**src/rtl/mips_cpu_bus_mem_if.sv**
```systemverilog
// CPU load/store to Avalon-style bus bridge: lane steering, byteenables, load extension.
// Optional waitrequest watchdog enabled by defining MEM_IF_TIMEOUT_EN.
module mips_cpu_bus_mem_if #(
   parameter int ADDR_W         = 32,
   parameter int DATA_W         = 32,
   parameter int TIMEOUT_CYCLES = 256
) (
   input  logic              clk,
   input  logic              reset,
   input  logic              req_valid,
   output logic              req_ready,
   input  logic              req_write,
   input  logic [1:0]        req_size,
   input  logic              req_signed,
   input  logic [ADDR_W-1:0] req_addr,
   input  logic [DATA_W-1:0] req_wdata,
   output logic              resp_valid,
   output logic [DATA_W-1:0] resp_rdata,
   output logic              resp_err,
   output logic [ADDR_W-1:0] address,
   output logic              read,
   output logic              write,
   output logic [3:0]        byteenable,
   output logic [DATA_W-1:0] writedata,
   input  logic              waitrequest,
   input  logic [DATA_W-1:0] readdata
);

   typedef enum logic [1:0] {S_IDLE, S_BUS, S_RDATA, S_RESP} state_t;

   state_t              r_state;
   state_t              w_state_next;

   logic                r_write;
   logic [1:0]          r_size;
   logic                r_signed;
   logic [ADDR_W-1:0]   r_addr;
   logic [DATA_W-1:0]   r_wdata;
   logic [DATA_W-1:0]   r_rdata;
   logic                r_err;

   logic                w_handshake;
   logic                w_bad_req;
   logic                w_tmo_hit;
   logic [3:0]          w_be;
   logic [DATA_W-1:0]   w_wd;
   logic [DATA_W-1:0]   w_shift;
   logic [DATA_W-1:0]   w_load_ext;

   assign w_handshake = (r_state == S_IDLE) && req_valid;

   assign w_bad_req = (req_size == 2'b11)
                   || ((req_size == 2'b01) && req_addr[0])
                   || ((req_size == 2'b10) && (req_addr[1:0] != 2'b00));

`ifdef MEM_IF_TIMEOUT_EN
   localparam int CNT_W = (TIMEOUT_CYCLES > 1) ? $clog2(TIMEOUT_CYCLES) : 1;

   logic [CNT_W-1:0] r_tmo_cnt;

   // Counter is held at zero outside BUS, so it is clear on every BUS entry.
   always_ff @(posedge clk) begin
      if (reset || (r_state != S_BUS)) begin
         r_tmo_cnt <= '0;
      end else if (waitrequest) begin
         r_tmo_cnt <= r_tmo_cnt + 1'b1;
      end
   end

   assign w_tmo_hit = (r_state == S_BUS) && waitrequest
                   && (r_tmo_cnt == CNT_W'(TIMEOUT_CYCLES - 1));
`else
   logic [31:0] w_unused_tmo;
   assign w_unused_tmo = TIMEOUT_CYCLES;
   assign w_tmo_hit    = 1'b0;
`endif

   always_comb begin
      w_be = 4'b1111;
      w_wd = r_wdata;
      case (r_size)
         2'b00: begin
            w_be = 4'b0001 << r_addr[1:0];
            w_wd = {4{r_wdata[7:0]}};
         end
         2'b01: begin
            w_be = r_addr[1] ? 4'b1100 : 4'b0011;
            w_wd = {2{r_wdata[15:0]}};
         end
         default: ;
      endcase
   end

   // Accepted requests are naturally aligned, so one shift serves all sizes.
   assign w_shift = readdata >> {r_addr[1:0], 3'b000};

   always_comb begin
      case (r_size)
         2'b00:   w_load_ext = {{24{r_signed & w_shift[7]}},  w_shift[7:0]};
         2'b01:   w_load_ext = {{16{r_signed & w_shift[15]}}, w_shift[15:0]};
         default: w_load_ext = w_shift;
      endcase
   end

   always_ff @(posedge clk) begin
      if (reset) begin
         r_state <= S_IDLE;
      end else begin
         r_state <= w_state_next;
      end
   end

   always_comb begin
      w_state_next = r_state;
      req_ready    = 1'b0;
      read         = 1'b0;
      write        = 1'b0;
      address      = '0;
      byteenable   = 4'b0000;
      writedata    = '0;
      resp_valid   = 1'b0;
      resp_rdata   = '0;
      resp_err     = 1'b0;
      case (r_state)
         S_IDLE: begin
            req_ready = 1'b1;
            if (req_valid) begin
               w_state_next = w_bad_req ? S_RESP : S_BUS;
            end
         end
         S_BUS: begin
            read       = ~r_write;
            write      = r_write;
            address    = {r_addr[ADDR_W-1:2], 2'b00};
            byteenable = w_be;
            writedata  = w_wd;
            if (w_tmo_hit) begin
               w_state_next = S_RESP;
            end else if (!waitrequest) begin
               w_state_next = r_write ? S_RESP : S_RDATA;
            end
         end
         S_RDATA: begin
            w_state_next = S_RESP;
         end
         S_RESP: begin
            resp_valid   = 1'b1;
            resp_rdata   = r_rdata;
            resp_err     = r_err;
            w_state_next = S_IDLE;
         end
         default: w_state_next = S_IDLE;
      endcase
   end

   always_ff @(posedge clk) begin
      if (reset) begin
         r_write  <= 1'b0;
         r_size   <= 2'b00;
         r_signed <= 1'b0;
         r_addr   <= '0;
         r_wdata  <= '0;
         r_rdata  <= '0;
         r_err    <= 1'b0;
      end else begin
         if (w_handshake) begin
            r_write  <= req_write;
            r_size   <= req_size;
            r_signed <= req_signed;
            r_addr   <= req_addr;
            r_wdata  <= req_wdata;
            r_rdata  <= '0;
            r_err    <= w_bad_req;
         end
         if (r_state == S_RDATA) begin
            r_rdata <= w_load_ext;
         end
         if (w_tmo_hit) begin
            r_err   <= 1'b1;
            r_rdata <= '0;
         end
      end
   end

endmodule

```
**config.mk**
```make
export PLATFORM = sky130hd
export DESIGN_NAME = mips_cpu_bus_mem_if
export DESIGN_NICKNAME = d
export VERILOG_FILES = /design/src/rtl/mips_cpu_bus_mem_if.sv
export SDC_FILE = /design/constraint.sdc
export NUM_CORES = 1
export LEC_CHECK = 0
export ABC_AREA = 1
export BUFFER_PORTS_ARGS = -buffer_cell sky130_fd_sc_hd__buf_2
export CAP_MARGIN = 20
export CORE_AREA = 2 2 135 137
export DETAILED_ROUTE_END_ITERATION = 8
export DIE_AREA = 0 0 137 139
export PLACE_DENSITY = 0.65
export SETUP_SLACK_MARGIN = 0.2
export SYNTH_ARGS = -nofsm -noshare
export SYNTH_HDL_FRONTEND = slang
export SYNTH_SLANG_ARGS = --single-unit
```
**constraint.sdc**
```tcl
create_clock -name clk -period 1.94 [get_ports clk]
set_clock_uncertainty 0.15 [all_clocks]
set_input_delay 0.194 -clock clk [delete_from_list [all_inputs] [get_ports clk]]
set_output_delay 0.194 -clock clk [all_outputs]
set_load 0.05 [all_outputs]
```
==> results of run 1 <==
## final cells by class
class | instances | area, µm² | share of cell area [%]
diodes | 1 | 2.50 | 0.0238
clock buffers | 10 | 229 | 2.17
clock inverters | 6 | 70.1 | 0.665
inverters | 102 | 608 | 5.77
multi-input cells | 597 | 3670 | 34.9
flip-flops and latches | 103 | 2070 | 19.7
well taps | 229 | 287 | 2.72
repair buffers | 339 | 3580 | 34.0
repair inverters | 1 | 7.51 | 0.0713
## synth_stat cells (all sizes together)
| cell | number |
|---|---|
| buf | 26 |
| or2 | 1 |
| dfxtp | 103 |
| nor2 | 171 |
| a22oi | 7 |
| inv | 102 |
| a21oi | 59 |
| nand2 | 211 |
| ha | 5 |
| o22ai | 8 |
| nand3 | 18 |
| o21ai | 111 |
| a31oi | 1 |
| conb | 1 |
| nor3 | 2 |
| clkbuf | 35 |
## cell families after synthesis
group           share of synthesized area (%)
flops                                    38.2
other cells                            0.0694
simple gates                             29.7
compound gates                           18.5
fa+ha+maj                                1.16
buf+inv                                  12.4
## cell usage in the layout, fill, tap and decap left out, types with 2 or more instances in the layout
cell           synthesis  final
dfxtp_1              103     97
nor3_4                 0      2
buf_2                 14    103
nand2_2               10     57
inv_2                  1     16
nand3_1               17     17
nand3_4                1      2
clkbuf_16              0     17
conb_1                 1      2
inv_4                  0      3
dfxtp_2                0      5
a21oi_2               10     43
o21ai_1                1     31
nor2_4                 0     24
buf_12                 1     13
dlygate4sd3_1          0     68
inv_1                101     25
o21ai_2                0     13
inv_8                  0      2
nor2_2                 1      3
buf_6                  2     57
clkinvlp_4             0     59
nand2_1              200    116
a21oi_1               49     16
o22ai_1                8      7
buf_16                 0      6
buf_4                  3     19
a22oi_1                7      7
nor2_1               169    143
nand2_4                1     37
buf_8                  0     65
o21ai_0              110     55
o21ai_4                0     12
ha_4                   0      4
## power by group through the flow
stage / Sequential [mW] / Clock (mW) / Combinational [mW]
floorplan: 2.97 / 0 / 3.83
global placement: 3.09 / 0 / 4.94
detailed placement: 3.10 / 0 / 4.98
CTS: 3.17 / 1.94 / 6.52
global route: 3.32 / 2.00 / 8.34
finish: 3.26 / 1.90 / 7.89
## registers in the layout, indices dropped and copies added (netlist names)
register	cells
r_rdata	32
r_wdata	32
r_addr	32
r_err	1
r_signed	1
r_state	2
r_write	1
r_size	2
## layer usage
metal | wire length [µm] | vias to the layer above | global-route usage, %
met5 | 13 | - | 0
met4 | 940 | 2 | 7.22
met3 | 1880 | 69 | 4.75
met2 | 11900 | 354 | 36.7
met1 | 9000 | 3230 | 26.1
li1 | - | 3258 | -
## critical path, stage by stage, from the launching register on
cell,delay (ns)
dfxtp_4,0.38
buf_6,0.12
ha_4,0.27
clkbuf_16,0.21
nand2_2,0.07
clkinvlp_4,0.08
buf_8,0.14
## stage by stage
step	TNS, ns	instance area, µm²	std cells
floorplan	0	5880	862
global placement	0	7190	1264
detailed placement	0	7190	1264
CTS	-0.368	9480	1364
global route	-3.28	10500	1388
finish	-0.261	10500	1388
## timing repair
item,CTS,global route
setup buffers,11,9
endpoints found under the hold margin,67,1
hold buffers,67,1
setup endpoints to repair,132,204
pin swaps,22,47
gates resized for setup,342,232
gates cloned,6,13
## path summary, 6_finish.rpt
path               start              to  depth (start not counted)
max reg2reg   r_state[0]     r_rdata[19]                         11
min reg2reg  r_rdata[13]     r_rdata[13]                          2
max           r_state[0]  resp_rdata[21]                          6
min          readdata[4]      r_rdata[4]                          5
==> flow_summary.ini, run 1 <==
[worst_setup_path]
cp-start-kind = register
r2r_setup_slack_ns = 0.03
cp_max_fo = 7
critPathKind = reg2out
timing.critical_path.required_ns = 1.60
worstPathArrival_ns = 1.63
end_kind = primary output

[drt]
wl_per_cell_um = 17.1
drtIter0Drc = 397
drcViolationCount = 0
via_per_inst = 4.98
vias = 6913
drtPass1Iterations = 5
detail_route.wirelength_um = 23700
antenna_left = 0

[pwr]
p_int_mw = 6.93
peakVddDrop_v = 0.000664
sw_frac_of_total_pct = 46.9
comb_power_share_pct = 60.4
power.total_mw = 13.1
power.share.sequential_pct = 25.0
p_clk_share_pct = 14.6
p_per_area_nw_per_um2 = 1240
p_leak_nw = 4.57
p_sw_mw = 6.13

[floorplan]
die_w_um = 137
floorplan.core_area_um2 = 17700
start_util_pct = 30.6
fp.dieH_um = 139
io_pins = 209
num_rows = 49
dieArea_um2 = 19000

[sta]
max_freq_ghz = 0.507
fin_hold_ws_ns = 0.0970
slew_violations = 0
worst_slack_ns = -0.0324
worstMarginPinSlew_ns = 0.557
setup_violations = 20
timing.final.crit_share_pct = 102
finalHoldViolations = 0
rsz0062_at_grt = true
relSlewSlack_pct = 62.9
period_needed_ns = 1.97

[cts]
cts_sinks = 103
cts-htree-levels = 3
cts_root_buf = clkbuf_16
insertion_delay_ns = 0.35
cts_buffers = 9
cts_tree = done
clk_pin_slew_ns = 0.07
ctsLongestPathBuffers = 2

[synth]
yosysTopAreaCellShare_pct = 38.2
ys_ff_latch = 103
synth.cell_area_um2 = 5400
ys_seq_area_share_pct = 38.2
synth_cell_types = 28
synth_warnings = 0
synth_area_leaders = dfxtp_1 38%, nand2_1 14%, nor2_1 12%
yosys.area.top_type = dfxtp_1
synth.avg_cell_area_um2 = 6.27
syn_inst = 861

[grt]
antenna_found_initial = 3
grt_pass1_vias = 6231
grt_first_pass_wirelength_um = 32200
grt_max_degree = 50
grt.total_usage_pct = 21.4
gr-total-overflow = 0

[placed_design]
hpwl_um = 13100
dp_slack_ns = 0.142
io_buffers = 206
gp_congestion = 0.859

[flow_run]
cap_violations = 0

[cells_and_area]
fin_nets = 1262
layout-drive-gt1-share_pct = 49.2
fillers = 1452
synthToLayoutAreaGrowth_pct = 95.0
final_util_pct = 59.7

[worst_hold_path]
min_path_type = in2reg

[run_status]
violations = setup timing
status = finished, violations left
No activity file was read; power rests on OpenSTA's default activity.
==> run 2, diff against run 1 <==
Settings changed: ABC_AREA 1 to default, CORE_AREA 2 2 135 137 to 2 2 107 109, DIE_AREA 0 0 137 139 to 0 0 109 111, PLACE_DENSITY 0.65 to 0.89.
==> run 2 against run 1 <==
  * The flow still finishes with violations (setup timing)
  * Combinational power shrank 41%
  * Cell area is 16% lower
  * Register-to-register slack better by 0.13 ns
  * Total power down 29%
  * Critical path depth is 2 lower
  * Clock power fell by 6%
  * Setup slack lost 0.054 ns
  * Largest cell class unchanged
  * Highest routed layer is now met4
==> flow_summary.ini, run 2 <==
[run_status]
status = finished, violations left
violations = setup timing

[synth]
synth.area.mux_share_pct = 7.11
synth_top_family_by_area = simple AND/OR/NAND/NOR gates
synth_area_leaders = dfxtp_1 39%, nand2_1 13%, and2_1 9.9%
synth_warnings = 0
synth-compound-area-share_pct = 18.2
syn_inst = 673
yosys.area.top_type = dfxtp_1
synthMostInstantiatedCell = nand2_1
synth_xor_area_share_pct = 0.167
ys_seq_area_share_pct = 39.2
synth_fa_ha_area_share_pct = 1.19
synthTopCellsByCount = 181 x nand2_1, 103 x dfxtp_1, 88 x a21oi_1, 83 x and2_1, 38 x clkbuf_1
synth.cell_area_um2 = 5260
synth_ff_type = dfxtp_1
synth_cell_types = 39
ys_ff_latch = 103
synthArstFlopShare_pct = 0
synth.avg_cell_area_um2 = 7.82
synthSimpleGateAreaFrac_pct = 27.9
synth_edf_count = 0
yosysTopAreaCellShare_pct = 39.2

[cells_and_area]
layout_common_cells = 180 x nand2_1, 105 x buf_2, 97 x dfxtp_1, 85 x a21oi_1, 73 x dlygate4sd3_1
reg_top3 = r_addr x32, r_rdata x32, r_wdata x32
layout-drive-gt1-share_pct = 42.4
diodes = 0
synthToLayoutAreaGrowth_pct = 68.0
fin_nets = 1041
final_common_cell = nand2_1

[worst_hold_path]
worstHoldStart = readdata[26]
min_path_type = in2reg

[sta]
rsz0062_at_grt = true
setup_violations = 2
slew_violations = 0
timing.final.crit_share_pct = 104
finalHoldViolations = 0
worst_slack_ns = -0.0860
period_needed_ns = 2.03
max_freq_ghz = 0.494
setup_tns_ns = -0.124

[drt]
via_per_inst = 5.92
wl_met1_um = 8330
detail_route.wirelength_um = 23500
drcViolationCount = 0
drtPass1Iterations = 6
wl_met2_um = 11300
dr_wl_met3_um = 2430
antenna_left = 0
wl_per_cell_um = 21.7
dr.max_layer_used = met4
drtIter0Drc = 759
vias = 6391

[floorplan]
num_rows = 39
start_util_pct = 47.5
fp.dieH_um = 111
die_w_um = 109
dieArea_um2 = 12100
floorplan.core_area_um2 = 11100
io_pins = 209

[cts]
cts_buffers = 9
cts-htree-levels = 3
insertion_delay_ns = 0.35
cts_sinks = 103
ctsLongestPathBuffers = 2
cts_tree = done
cts_root_buf = clkbuf_16
clk_pin_slew_ns = 0.08

[grt]
antenna_found_initial = 0
grt_pass1_vias = 6151
grt_first_pass_wirelength_um = 31300
grt_max_degree = 82
grt.total_usage_pct = 33.3
gr-total-overflow = 0

[worst_setup_path]
timing.critical_path.required_ns = 1.60
worstPathArrival_ns = 1.68
cpPeakStageDelay_ns = 0.44
critPathKind = reg2out
cp_num_buf_inv = 2
startpoint = r_size[1]
cp-start-kind = register
worst_r2r_startpoint = r_state[1]
cp_max_fo = 14
crit_family = flip-flops
cp_cell_sequence = buf_12 -> mux2i_1 -> nor2b_2 -> buf_6
end_kind = primary output
critPathSlowestCell = dfxtp_4

[placed_design]
io_buffers = 206
gp_congestion = 0.893
hpwl_um = 11200

[pwr]
power.total_mw = 9.26
p_per_area_nw_per_um2 = 1050
p_leak_nw = 3.66
peakVddDrop_v = 0.000740

[flow_run]
cap_violations = 0
## run 2: layout make-up
cell class,instances,area (µm²)
repair buffers,308,2930
inverters,12,50.0
flip-flops and latches,103,2080
clock buffers,11,243
well taps,143,179
multi-input cells,498,3310
fillers,620,2240
clock inverters,5,42.5
## run 2: through the flow
stage	hold slack, ns	util, %	instances	instance area [µm²]	worst slack, ns
3_5_place_dp	0.290	60.5	981	6700	0.0321
6_report	0.0116	79.8	1080	8840	-0.0860
3_3_place_gp	0.284	60.5	981	6700	0.0962
5_1_grt	0.00518	79.8	1080	8840	-0.0619
2_1_floorplan	0.180	-	674	5540	0.147
4_1_cts	0.00534	74.9	1075	8290	0.0242
## run 2: kinds of logic after synthesis
logic type                 Yosys count
and+or+nand+nor                    304
AOI/OAI and AO/OA                  152
DFF                                103
buffers and inverters               73
muxes                               34
adders and majority gates            5
other                                1
xor gates and xnor gates             1
## run 2: timing repair
action	CTS	global route
gates cloned	2	3
setup buffers	3	2
endpoints found under the setup margin	126	127
hold endpoints to repair	73	0
hold buffers	73	0
pin swaps	5	22
resized for setup	176	144
## run 2: final timing paths
kind | slack [ns] | depth (start not counted) | end
worst min register to register | 0.31 | 2 | r_addr[23]
worst min-delay path | 0.01 | 2 | r_rdata[26]
worst max register to register | 0.16 | 7 | r_addr[19]
worst max-delay path | -0.09 | 4 | writedata[23]
## run 2: routing by layer
metal / track usage (%) / vias to the layer above
li1: - / 2762
met4: 16.2 / 0
met1: 39.2 / 2946
met5: 0 / -
met2: 55.7 / 525
met3: 8.35 / 158
## run 2: report_power, final
| part | switching (mW) | internal [mW] |
|---|---|---|
| Combinational | 2.64 | 1.98 |
| Clock | 0.858 | 0.920 |
| Sequential | 0.360 | 2.50 |
| Total | 3.86 | 5.40 |
## run 2: worst reg2reg max path, stage by stage, from the launching register on
cell and delay, ns:
dfxtp_4 0.37, inv_4 0.06, buf_4 0.12, ha_4 0.14, and2_4 0.20, buf_4 0.25, nand2_1 0.14, a21oi_1 0.26
